--- src/rtl/spi_sub_xfer_ctrl.sv ---
// SPI sub-node transfer controller: turns synchronized SCLK/CS into
// shift, load and FIFO strobes, with sticky error flags.
module spi_sub_xfer_ctrl #(
    parameter int CPOL       = 0,
    parameter int CPHA       = 0,
    parameter int DATA_WIDTH = 8
) (
    input  logic pclk,
    input  logic preset,
    input  logic sclk_i,
    input  logic cs_n_i,
    input  logic tx_empty,
    input  logic rx_full,
    input  logic clr_flags,
    output logic load_from_fifo,
    output logic slave_transfer_shift_en,
    output logic slave_receive_shift_en,
    output logic tx_pop,
    output logic rx_push,
    output logic busy,
    output logic tx_underrun,
    output logic rx_overrun,
    output logic frame_abort
);

    localparam int CW = $clog2(DATA_WIDTH) + 1;
    localparam logic [CW-1:0] LAST = CW'(DATA_WIDTH - 1);
    localparam bit SAMPLE_RISE = (CPOL == CPHA);
    localparam bit SCLK_IDLE = (CPOL != 0);

    typedef enum logic [1:0] {
        IDLE,
        ACTIVE,
        PUSH
    } state_t;

    state_t state, state_nxt;
    logic [CW-1:0] bit_cnt, cnt_nxt;
    logic sclk_q, cs_q, cs_armed;
    logic sclk_rise, sclk_fall, cs_fall, cs_rise;
    logic sample_edge, shift_edge;
    logic load_nxt, txs_nxt, rxs_nxt;
    logic push_nxt, und_set, ovr_set, abort_set;

    // cs_armed blocks a stale low CS seen right after reset from
    // looking like a fresh frame start.
    always_comb begin
        sclk_rise   = sclk_i & ~sclk_q;
        sclk_fall   = ~sclk_i & sclk_q;
        cs_fall     = cs_armed & cs_q & ~cs_n_i;
        cs_rise     = cs_n_i & ~cs_q;
        sample_edge = SAMPLE_RISE ? sclk_rise : sclk_fall;
        shift_edge  = SAMPLE_RISE ? sclk_fall : sclk_rise;
    end

    always_comb begin
        state_nxt = state;
        cnt_nxt   = bit_cnt;
        load_nxt  = 1'b0;
        txs_nxt   = 1'b0;
        rxs_nxt   = 1'b0;
        abort_set = 1'b0;
        if (cs_n_i) begin
            state_nxt = IDLE;
            cnt_nxt   = '0;
            abort_set = cs_rise && (state != IDLE) && (bit_cnt != '0);
        end else begin
            unique case (state)
                IDLE: begin
                    if (cs_fall) begin
                        state_nxt = ACTIVE;
                        cnt_nxt   = '0;
                        load_nxt  = (CPHA == 0);
                    end
                end
                ACTIVE: begin
                    if (sample_edge) begin
                        rxs_nxt = 1'b1;
                        if (bit_cnt == LAST) begin
                            state_nxt = PUSH;
                            cnt_nxt   = '0;
                        end else begin
                            cnt_nxt = bit_cnt + 1'b1;
                        end
                    end
                end
                PUSH: state_nxt = ACTIVE;
                default: state_nxt = IDLE;
            endcase
            // A shift edge at bit 0 is the start of a new word.
            if ((state != IDLE) && shift_edge) begin
                if (bit_cnt == '0) begin
                    load_nxt = 1'b1;
                end else begin
                    txs_nxt = 1'b1;
                end
            end
        end
    end

    always_comb begin
        push_nxt = (state == PUSH) && !rx_full;
        ovr_set  = (state == PUSH) && rx_full;
        und_set  = load_nxt && tx_empty;
    end

    always_ff @(posedge pclk) begin
        if (preset) begin
            state                   <= IDLE;
            bit_cnt                 <= '0;
            sclk_q                  <= SCLK_IDLE;
            cs_q                    <= 1'b1;
            cs_armed                <= 1'b0;
            load_from_fifo          <= 1'b0;
            slave_transfer_shift_en <= 1'b0;
            slave_receive_shift_en  <= 1'b0;
            tx_pop                  <= 1'b0;
            rx_push                 <= 1'b0;
            tx_underrun             <= 1'b0;
            rx_overrun              <= 1'b0;
            frame_abort             <= 1'b0;
        end else begin
            state                   <= state_nxt;
            bit_cnt                 <= cnt_nxt;
            sclk_q                  <= sclk_i;
            cs_q                    <= cs_n_i;
            cs_armed                <= cs_armed | cs_n_i;
            load_from_fifo          <= load_nxt;
            slave_transfer_shift_en <= txs_nxt;
            slave_receive_shift_en  <= rxs_nxt;
            tx_pop                  <= load_nxt & ~tx_empty;
            rx_push                 <= push_nxt;
            tx_underrun             <= (tx_underrun & ~clr_flags) | und_set;
            rx_overrun              <= (rx_overrun & ~clr_flags) | ovr_set;
            frame_abort             <= (frame_abort & ~clr_flags) | abort_set;
        end
    end

    assign busy = (state != IDLE);

endmodule

--- config.mk ---
export PLATFORM = sky130hd
export DESIGN_NAME = spi_sub_xfer_ctrl
export DESIGN_NICKNAME = d
export VERILOG_FILES = /design/src/rtl/spi_sub_xfer_ctrl.sv
export SDC_FILE = /design/constraint.sdc
export NUM_CORES = 1
export LEC_CHECK = 0
export BUFFER_PORTS_ARGS = -buffer_cell sky130_fd_sc_hd__clkbuf_2
export CAP_MARGIN = 10
export CORE_MARGIN = 3
export CORE_UTILIZATION = 45
export CTS_CLUSTER_DIAMETER = 100
export CTS_CLUSTER_SIZE = 16
export DETAILED_ROUTE_END_ITERATION = 6
export MAX_ROUTING_LAYER = met4
export PLACE_DENSITY = 0.83
export SLEW_MARGIN = 20
export SYNTH_ARGS = -nofsm -noshare
export SYNTH_HDL_FRONTEND = slang
export SYNTH_SLANG_ARGS = --single-unit
--- constraint.sdc ---
create_clock -name pclk -period 1.4 [get_ports pclk]
set_clock_uncertainty 0.1 [all_clocks]
set_input_delay 0.28 -clock pclk [delete_from_list [all_inputs] [get_ports pclk]]
set_output_delay 0.28 -clock pclk [all_outputs]
set_load 0.03 [all_outputs]
# Word level (Yosys, flattened, before mapping)
# Cells that the tools add are included.
# classes
n_eq_ne	6
bitwise_logic	21
addsub	1
n_mux	16
reduce_logical	17
# ops
cell	n
$mux 4	3
$and 1x1->1	9
$mux 1	8
$not 1->1	8
$pmux 4 s2	1
$logic_and 1x1->1	6
$mux 2	3
$ne 2x2->1 const B	3
$pmux 2 s3	1
$reduce_and 3->1	2
$reduce_or 3->1	2
$add 4x1->4 const B	1
$eq 4x3->1 const B	1
$logic_not 4->1	1
$or 1x1->1	4
$reduce_bool 2->1	2
$reduce_bool 4->1	1
$eq 2x1->1 const B	1
$eq 2x2->1 const B	1
$logic_not 2->1	1
$reduce_or 2->1	1
$logic_not 1->1	1
# totals
regBits	17
out_inout_bits	9
in_bits	7
wordCells	74

# Logic depth before layout (Yosys ltp)
# Gate-level depths: netlist of the first run.
# logic_depth
depth_word	9
ltp_mapped	6
mapped_depth_nobuf	6

# Least setup slack after synthesis of the first run
# OpenSTA, ideal clock, no wires.
# synth_timing
kind	register -> register
startpoint	reg bit_cnt[0]
endpoint	reg tx_underrun
arrival_ns	1.353
setup_time_ns	0.058
path_stages_with_launch	7
path_slack_ns	-0.111
path_cell_list	dfxtp_1 > inv_1 > ha_1 > nor3b_2 > or3b_1 > a21oi_2 > a22o_2
# synth_via
elab_chain_len	6
# synth_rtl
element	line_no	text
from (decl)	38	logic [CW-1:0] bit_cnt, cnt_nxt;
from (signal assigned)	124	bit_cnt <= cnt_nxt;
$logic_not 4->1	92	if (bit_cnt == '0) begin
$mux 1	92	
$mux 1	91	if ((state != IDLE) && shift_edge) begin
$mux 1	63	if (cs_n_i) begin
$logic_and 1x1->1	104	und_set = load_nxt && tx_empty;
$or 1x1->1	133	tx_underrun <= (tx_underrun & ~clr_flags) | und_set;
to (signal assigned)	133	
to (decl)	21	output logic tx_underrun,
# Every way passes these cells.
# A chain may end at the register's enable or synchronous reset.

# Final worst setup path of the first run
# layout_timing
startpoint	reg bit_cnt[1]
endpoint	reg tx_underrun
# The elaborated chain is that of the path after synthesis.

==> flow_metrics.py, run 1 <==
metrics = {
    "status": {
        "outcome": "finished with violations",
        "violations": "setup timing",
    },
    "synth": {
        "synth_top_area_cell": "dfxtp_1",
        "async_reset_ff_frac": 0,
        "ys_ff_latch": 17,
        "yosys_most_used_dff": "dfxtp_1",
        "synth_edf_count": 0,
        "ys_warn_count": 0,
        "avgSynthCellArea_sq_um": 9.478,
        "synthTopCellsByCount": "dfxtp_1, nor2_1, inv_1",
        "yosys-top-cells-area": "dfxtp_1, nor2_1, ha_1",
        "syn-instance-count": 73,
        "yosysSeqAreaShare": 0.4919,
        "yosysMostFrequentCell": "dfxtp_1",
        "netlist_area_sq_um": 691.9,
        "yosys.cell_types.count": 32,
        "synth_top_area_frac": 0.4919,
        "synth_nets": 82,
    },
    "drt": {
        "wl_per_cell_microns": 14.56,
        "drtAntennaViolNets": 0,
        "vias": 649,
        "viasPerCell": 5.234,
        "drtIter0Drc": 12,
        "wl_mm": 1.806,
        "dr.pass1.iters": 2,
        "drc": 0,
    },
    "power": {
        "p_sw_w": 0.0001978,
        "power.internal_w": 0.0006340,
        "seq_power_share": 0.592,
        "combPwrFrac": 0.095,
        "sw_frac_of_total": 0.2378,
        "clockPowerShare": 0.313,
        "leakagePower_nw": 0.4304,
        "power_w": 0.0008318,
        "power_density_nw_per_um2": 815.7,
        "ir_worst_vdd_mv": 0.8251,
    },
    "setup_path": {
        "r2r_slack_ps": -170,
        "path_class": "reg2reg",
        "critical_path_arrival_ps": 1720,
        "startpoint": "bit_cnt[1]$_SDFFE_PP0P_",
        "worst-r2r-cell-count": 6,
        "r2r-start": "bit_cnt[1]$_SDFFE_PP0P_",
        "worst_setup_path_start_kind": "flip-flop",
        "worstSetupEndpointType": "flip-flop",
        "cp-endpoint": "tx_underrun$_SDFF_PP0_",
        "critPathMaxFanout": 3,
        "worstReg2RegEnd": "tx_underrun$_SDFF_PP0_",
        "crit_required_ps": 1550,
    },
    "clock_tree": {
        "cts_buffers": 3,
        "root_buffer": "clkbuf_4",
        "tritoncts": "built",
        "h-tree-depth": 1,
        "cts_sinks": 17,
        "clkLatencyLatePin_ps": 290,
        "clk_pin_slew_ps": 90,
        "cts_buffer_depth": 2,
    },
    "global_routing": {
        "grt_antenna_before_repair": 0,
        "grt_pass1_vias": 602,
        "overflow": 0,
        "grt_pass1_wl_mm": 2.815,
        "grt_start_max_net_pins": 10,
        "grtUsageTotal": 0.2110,
    },
    "timing": {
        "maxSlewViolCount": 0,
        "max_slew_margin": 0.8161,
        "period_needed_ps": 1572,
        "fin_hold_ws_ps": 62.43,
        "tightest_slew_ps": 275.8,
        "hold_violations": 0,
        "fmax_ghz": 0.6362,
        "setup_viol": 4,
        "fin_crit_sh": 1.123,
        "worst_slack_ps": -171.9,
        "rsz0062_at_grt": "yes",
    },
    "die": {
        "num_rows": 13,
        "initial_core_util": 0.5064,
        "core_area_sq_um": 1366,
        "die_x_microns": 45.21,
        "die_height_microns": 45.21,
        "io_pins": 16,
        "die-area_sq_um": 2044,
    },
    "place": {
        "hpwl_mm": 1.246,
        "gp_congestion": 0.7550,
        "io_buffers": 15,
        "postPlaceCellArea_sq_um": 863.3,
    },
    "final_layout": {
        "largest_reg_flops": 4,
        "final_nets": 119,
        "final_area_sq_um": 1020,
        "layout-drive-gt1-share": 0.5046,
        "fin_util": 0.7463,
        "largest-register": "bit_cnt",
        "area_growth_pct": 47.38,
        "largest_registers": "bit_cnt: 4 flops, state: 2 flops",
        "n_antenna_cell": 0,
    },
    "min_path": {
        "min_path_type": "in2reg",
        "worstHoldPathCells": 2,
    },
    "flow_run": {
        "cap_violations": 0,
    },
}
## power groups by stage
stage               combinational (W)  clock (W)  sequential [W]
detailed placement          0.0000670          0        0.000506
CTS                         0.0000692   0.000266        0.000495
finish                      0.0000793   0.000260        0.000492
global placement            0.0000649          0        0.000506
floorplan                   0.0000314          0        0.000507
global route                0.0000867   0.000296        0.000493
## worst max-delay path, cell delays in order (launching register included)
cell and delay, ps:
dfxtp_2 330, inv_2 70, ha_4 130, nor3b_4 180
or3b_4 420, a21oi_4 150, a22o_2 150
## per-layer routing
layer | part of all wire | vias up | GRT usage
li1 | - | 333 | -
met1 | 0.43 | 299 | 0.2445
met2 | 0.50 | 11 | 0.3136
met3 | 0.038 | 6 | 0.07171
met4 | 0.029 | 0 | 0.1228
met5 | 0 | - | -
## layout make-up
cell class | count | area (sq um)
multi-input combinational | 48 | 375.4
fill | 96 | 346.6
inverter | 7 | 28.78
sequential | 17 | 350.3
clock buffer | 4 | 26.28
timing repair buffer | 33 | 220.2
tap | 15 | 18.77
## placed cells by master, fill, tap and decap left out, types with 2 or more instances in the layout
master / instances
buf_4: 17
clkbuf_2: 14
dfxtp_1: 13
nor2_1: 10
inv_2: 3
nand2b_1: 3
a31oi_1: 3
inv_1: 3
clkbuf_4: 3
nand2_1: 2
o211ai_1: 2
nand3_1: 2
nor4_1: 2
ha_4: 2
dfxtp_2: 2
buf_6: 2
dfxtp_4: 2
## logic make-up after synthesis
logic type	after synthesis	synth area share
AO/OA/AOI/OAI	14	0.1483
adder cells (fa/ha/maj)	2	0.03616
buffers and inverters	8	0.04519
flip-flops	17	0.4919
AND/OR/NAND/NOR	32	0.2785
## worst min path at each step
| stage | from | end | slack [ps] |
|---|---|---|---|
| after floorplan | preset | sclk_q$_SDFF_PP0_ | 250 |
| after global placement | cs_armed$_SDFF_PP0_ | cs_armed$_SDFF_PP0_ | 350 |
| after detailed placement | cs_armed$_SDFF_PP0_ | cs_armed$_SDFF_PP0_ | 370 |
| after CTS | rx_full | rx_push$_SDFF_PP0_ | 50 |
| after global routing | rx_full | rx_push$_SDFF_PP0_ | 60 |
| final | rx_full | rx_push$_SDFF_PP0_ | 60 |
## what timing repair did
item / in CTS / in global routing
pin swaps: 5 / 6
endpoints found under the setup margin: 5 / 6
buffers inserted: 3 / 6
hold buffers: 0 / 0
gates resized for setup: 11 / 13
## metrics by stage
| step | setup TNS [ps] | setup WS (ps) | instances |
|---|---|---|---|
| 4_1_cts | -615.7 | -168.7 | 119 |
| 3_3_place_gp | -134.3 | -68.46 | 113 |
| 3_5_place_dp | -525.2 | -205.8 | 113 |
| 5_1_grt | -905.7 | -276.1 | 124 |
| 2_1_floorplan | -174.9 | -88.46 | 73 |
| 6_report | -536.9 | -171.9 | 124 |
Power figures use the tool's default switching activity.
==> run 2: changes to the inputs <==
--- a/config.mk
+++ b/config.mk
@@ -12,7 +12,6 @@
 export CTS_CLUSTER_DIAMETER = 100
 export CTS_CLUSTER_SIZE = 16
 export DETAILED_ROUTE_END_ITERATION = 6
-export MAX_ROUTING_LAYER = met4
 export PLACE_DENSITY = 0.83
 export SLEW_MARGIN = 20
 export SYNTH_ARGS = -nofsm -noshare
==> flow_metrics.py, run 2 (synthesis results as in run 1) <==
metrics = {
    "setup_path": {
        "crit_required_ps": 1550,
        "worst_setup_path_start_kind": "flip-flop",
        "critPathMaxFanout": 3,
        "path_class": "reg2reg",
        "critical_path_arrival_ps": 1720,
        "worstSetupEndpointType": "flip-flop",
    },
    "final_layout": {
        "largest-register": "bit_cnt",
        "layout_common_cells": "buf_4, clkbuf_2, dfxtp_1",
        "largest_registers": "bit_cnt: 4 flops, state: 2 flops",
        "final_nets": 119,
        "n_antenna_cell": 0,
        "fin_util": 0.7463,
        "final_common_cell": "buf_4",
        "largest_reg_flops": 4,
        "layout-drive-gt1-share": 0.5046,
        "area_growth_pct": 47.38,
    },
    "timing": {
        "worst_slack_ps": -172.7,
        "max_slew_margin": 0.8176,
        "fin_hold_ws_ps": 58.27,
        "period_needed_ps": 1573,
        "hold_violations": 0,
        "fin_crit_sh": 1.123,
        "rsz0062_at_grt": "yes",
        "fmax_ghz": 0.6358,
        "tightest_slew_ps": 273.6,
        "setup_viol": 4,
        "maxSlewViolCount": 0,
    },
    "clock_tree": {
        "h-tree-depth": 1,
        "cts_sinks": 17,
        "tritoncts": "built",
        "clkLatencyLatePin_ps": 290,
        "root_buffer": "clkbuf_4",
        "cts_buffers": 3,
        "cts_buffer_depth": 2,
        "clk_pin_slew_ps": 90,
    },
    "min_path": {
        "min_path_type": "in2reg",
    },
    "drt": {
        "dr_wl_met2_microns": 889,
        "wl_met1_microns": 797,
        "drc": 0,
        "viasPerCell": 5.226,
        "routed.top_layer": "met4",
        "wl_mm": 1.811,
        "route.met3.wl_microns": 65,
        "drtAntennaViolNets": 0,
        "vias": 648,
        "dr.pass1.iters": 3,
        "wl_per_cell_microns": 14.60,
        "drtIter0Drc": 16,
    },
    "global_routing": {
        "grt_start_max_net_pins": 10,
        "grt_pass1_wl_mm": 2.822,
        "grtUsageTotal": 0.2049,
        "grt_pass1_vias": 601,
        "overflow": 0,
        "grt_antenna_before_repair": 0,
    },
    "status": {
        "violations": "setup timing",
        "outcome": "finished with violations",
    },
    "flow_run": {
        "cap_violations": 0,
    },
    "die": {
        "initial_core_util": 0.5064,
        "core_area_sq_um": 1366,
        "die_x_microns": 45.21,
        "num_rows": 13,
        "die_height_microns": 45.21,
        "die-area_sq_um": 2044,
        "io_pins": 16,
    },
    "power": {
        "ir_worst_vdd_mv": 0.8282,
        "leakagePower_nw": 0.4304,
        "power_density_nw_per_um2": 819.2,
    },
    "place": {
        "gp_congestion": 0.7456,
        "hpwl_mm": 1.246,
        "io_buffers": 15,
    },
}
==> run 2: cell counts in the layout (fill, tap and decap cells not counted) <==
Identical to the previous run, type by type.
==> run 2: stage by stage <==
| step | cells | instance area, sq um | total power [W] | worst slack (ps) | TNS, ps |
|---|---|---|---|---|---|
| floorplan | 73 | 691.9 | 0.0005387 | -88.46 | -174.9 |
| global placement | 113 | 863.3 | 0.0005706 | -68.46 | -134.3 |
| detailed placement | 113 | 863.3 | 0.0005735 | -205.8 | -525.2 |
| CTS | 119 | 937.1 | 0.0008306 | -168.7 | -615.7 |
| global route | 124 | 1020 | 0.0008764 | -276.1 | -905.7 |
| finish | 124 | 1020 | 0.0008354 | -172.7 | -542.7 |
==> run 2: critical path: stages (launching register included) <==
cell and delay, ps:
dfxtp_2 340, inv_2 70, ha_4 130, nor3b_4 180, or3b_4 420, a21oi_4 150
a22o_2 150
==> run 2: worst paths after layout <==
kind	from	to	slack (ps)	cells after the start
worst min register to register	cs_armed$_SDFF_PP0_	cs_armed$_SDFF_PP0_	390	2
worst max register to register	bit_cnt[1]$_SDFFE_PP0P_	tx_underrun$_SDFF_PP0_	-170	6
worst min-delay path	rx_full	rx_push$_SDFF_PP0_	60	2
worst max-delay path	bit_cnt[1]$_SDFFE_PP0P_	tx_underrun$_SDFF_PP0_	-170	6
==> run 2: area by class of cell <==
cell class,count,area (sq um)
clock buffer,4,26.28
fill,96,346.6
inverter,7,28.78
multi-input combinational,48,375.4
sequential,17,350.3
tap,15,18.77
timing repair buffer,33,220.2
==> run 2: repair_timing <==
item | 4_1_cts | 5_1_grt
setup endpoints to repair | 5 | 6
pin swaps | 5 | 6
endpoints found under the hold margin | 0 | 0
setup buffers | 3 | 6
resized for setup | 11 | 13
hold buffers | 0 | 0
==> run 2: report_power, final <==
part	switching [W]	internal, W
Clock	0.000153	0.000111
Sequential	0.00000485	0.000487
Combinational	0.0000440	0.0000355
==> run 2: routing by layer <==
metal	vias to the layer above	global-route usage
met3	6	0.07171
met4	0	0.1228
li1	336	-
met2	11	0.3136
met5	-	0
met1	295	0.2445
==> run 3: changes to the inputs <==
--- a/config.mk
+++ b/config.mk
@@ -5,14 +5,14 @@
 export SDC_FILE = /design/constraint.sdc
 export NUM_CORES = 1
 export LEC_CHECK = 0
-export BUFFER_PORTS_ARGS = -buffer_cell sky130_fd_sc_hd__clkbuf_2
 export CAP_MARGIN = 10
 export CORE_MARGIN = 3
-export CORE_UTILIZATION = 45
+export CORE_UTILIZATION = 50
 export CTS_CLUSTER_DIAMETER = 100
 export CTS_CLUSTER_SIZE = 16
 export DETAILED_ROUTE_END_ITERATION = 6
-export PLACE_DENSITY = 0.83
+export DONT_BUFFER_PORTS = 1
+export PLACE_DENSITY = 0.8
 export SLEW_MARGIN = 20
 export SYNTH_ARGS = -nofsm -noshare
 export SYNTH_HDL_FRONTEND = slang
==> flow_metrics.py, run 3 (synthesis results as in run 1) <==
metrics = {
    "setup_path": {
        "critPathMaxFanout": 3,
        "crit_slowest_cell": "or3b_4",
        "startpoint": "bit_cnt[0]$_SDFFE_PP0P_",
        "crit_family": "simple AND/OR/NAND/NOR gates",
        "cp_slowest_stage_delay_ps": 420,
        "critical_path_arrival_ps": 1710,
        "path_class": "reg2reg",
        "path_buf_inv": 1,
        "r2r-start": "bit_cnt[0]$_SDFFE_PP0P_",
        "crit_required_ps": 1540,
        "worstSetupEndpointType": "flip-flop",
        "worst_setup_path_start_kind": "flip-flop",
        "crit_chain": "inv_2 -> ha_4 -> nor3b_4 -> or3b_4 -> a21oi_4 -> a22o_2",
    },
    "final_layout": {
        "n_antenna_cell": 0,
        "final_common_cell": "dfxtp_1",
        "largest_reg_flops": 4,
        "layout_common_cells": "dfxtp_1, buf_4, nor2_1",
        "final_nets": 100,
        "area_growth_pct": 32.55,
        "layout-drive-gt1-share": 0.3889,
        "largest-register": "bit_cnt",
        "largest_registers": "bit_cnt: 4 flops, state: 2 flops",
        "final_area_sq_um": 917.1,
    },
    "timing": {
        "fin_hold_ws_ps": 23.06,
        "fmax_ghz": 0.6360,
        "tightest_slew_ps": 346.1,
        "fin_crit_sh": 1.123,
        "maxSlewViolCount": 0,
        "hold_violations": 0,
        "max_slew_margin": 0.7660,
        "worst_slack_ps": -172.4,
        "period_needed_ps": 1572,
        "fin_tns_setup_ps": -391.8,
        "setup_viol": 4,
        "rsz0062_at_grt": "yes",
    },
    "global_routing": {
        "grt_antenna_before_repair": 0,
        "grt_pass1_vias": 633,
        "overflow": 0,
        "grtUsageTotal": 0.2110,
        "grt_pass1_wl_mm": 2.808,
        "grt_start_max_net_pins": 10,
    },
    "die": {
        "die_x_microns": 43.20,
        "io_pins": 16,
        "core_area_sq_um": 1201,
        "num_rows": 12,
        "die_height_microns": 43.20,
        "initial_core_util": 0.5760,
        "die-area_sq_um": 1866,
    },
    "drt": {
        "dr_wl_met2_microns": 814,
        "drtAntennaViolNets": 0,
        "wl_per_cell_microns": 15.33,
        "drtIter0Drc": 5,
        "viasPerCell": 5.798,
        "dr.pass1.iters": 4,
        "wl_mm": 1.594,
        "drc": 0,
        "routed.top_layer": "met4",
        "vias": 603,
        "route.met3.wl_microns": 76,
        "wl_met1_microns": 667,
    },
    "status": {
        "violations": "setup timing",
        "outcome": "finished with violations",
    },
    "clock_tree": {
        "root_buffer": "clkbuf_4",
        "cts_sinks": 17,
        "h-tree-depth": 1,
        "clkLatencyLatePin_ps": 280,
        "cts_buffers": 3,
        "clk_pin_slew_ps": 90,
        "tritoncts": "built",
        "cts_buffer_depth": 2,
    },
    "place": {
        "hpwl_mm": 1.016,
        "io_buffers": 0,
        "gp_congestion": 0.8680,
        "postPlaceCellArea_sq_um": 764.5,
    },
    "min_path": {
        "hp-start": "cs_n_i",
        "min_path_type": "in2reg",
    },
    "power": {
        "leakagePower_nw": 0.3444,
        "power_density_nw_per_um2": 876.9,
        "ir_worst_vdd_mv": 0.9529,
    },
    "flow_run": {
        "cap_violations": 0,
    },
}
==> run 3: changes by cell type in the layout (fill, tap and decap cells not counted) <==
cell / delta
clkbuf_2: -14
buf_4: -6
dlygate4sd3_1: +2
buf_6: -1
clkinvlp_4: +1
ha_2: +1
ha_4: -1
inv_4: -1
nand2b_1: -1
nand2b_4: +1
nor3_2: -1
nor3_4: +1
==> run 3: path summary, 6_finish.rpt <==
check	cells past startpoint	slack, ps	to
max	6	-170	tx_underrun$_SDFF_PP0_
min	2	20	cs_armed$_SDFF_PP0_
max reg2reg	6	-170	tx_underrun$_SDFF_PP0_
min reg2reg	2	370	cs_armed$_SDFF_PP0_
==> run 3: per-stage QoR <==
stage	std cells	utilization	setup slack, ps	total power [W]
floorplan	73	-	-88.46	0.0005387
global placement	94	0.6365	-86.25	0.0005502
detailed placement	94	0.6365	-169.8	0.0005505
CTS	104	0.7375	-187.8	0.0008109
global route	104	0.7635	-230.6	0.0008425
finish	104	0.7635	-172.4	0.0008042
==> run 3: where the power goes <==
group / leakage (nW) / total, W / switching, W / internal [W]
combinational: 0.189 / 0.0000600 / 0.0000352 / 0.0000248
sequential: 0.141 / 0.000494 / 0.00000712 / 0.000487
clock: 0.0150 / 0.000250 / 0.000139 / 0.000111
total: 0.344 / 0.000804 / 0.000181 / 0.000623
==> run 3: timing repair <==
| item | CTS | global route |
|---|---|---|
| endpoints found under the hold margin | 5 | 0 |
| resized for setup | 15 | 7 |
| setup endpoints to repair | 5 | 7 |
| setup buffers | 4 | 0 |
| pin swaps | 4 | 4 |
| hold buffers | 2 | 0 |
==> run 3: cell type report <==
type	count	area, sq um
fillers	86	284.0
repair buffers	14	113.9
multi-input cells	48	379.1
flip-flops and latches	17	350.3
inverters	7	30.03
well taps	14	17.52
clock buffers	4	26.28
==> run 3: routing by layer <==
metal,track usage,vias up
li1,-,294
met5,0,-
met2,0.3333,23
met3,0.06780,4
met4,0.1325,0
met1,0.2410,282
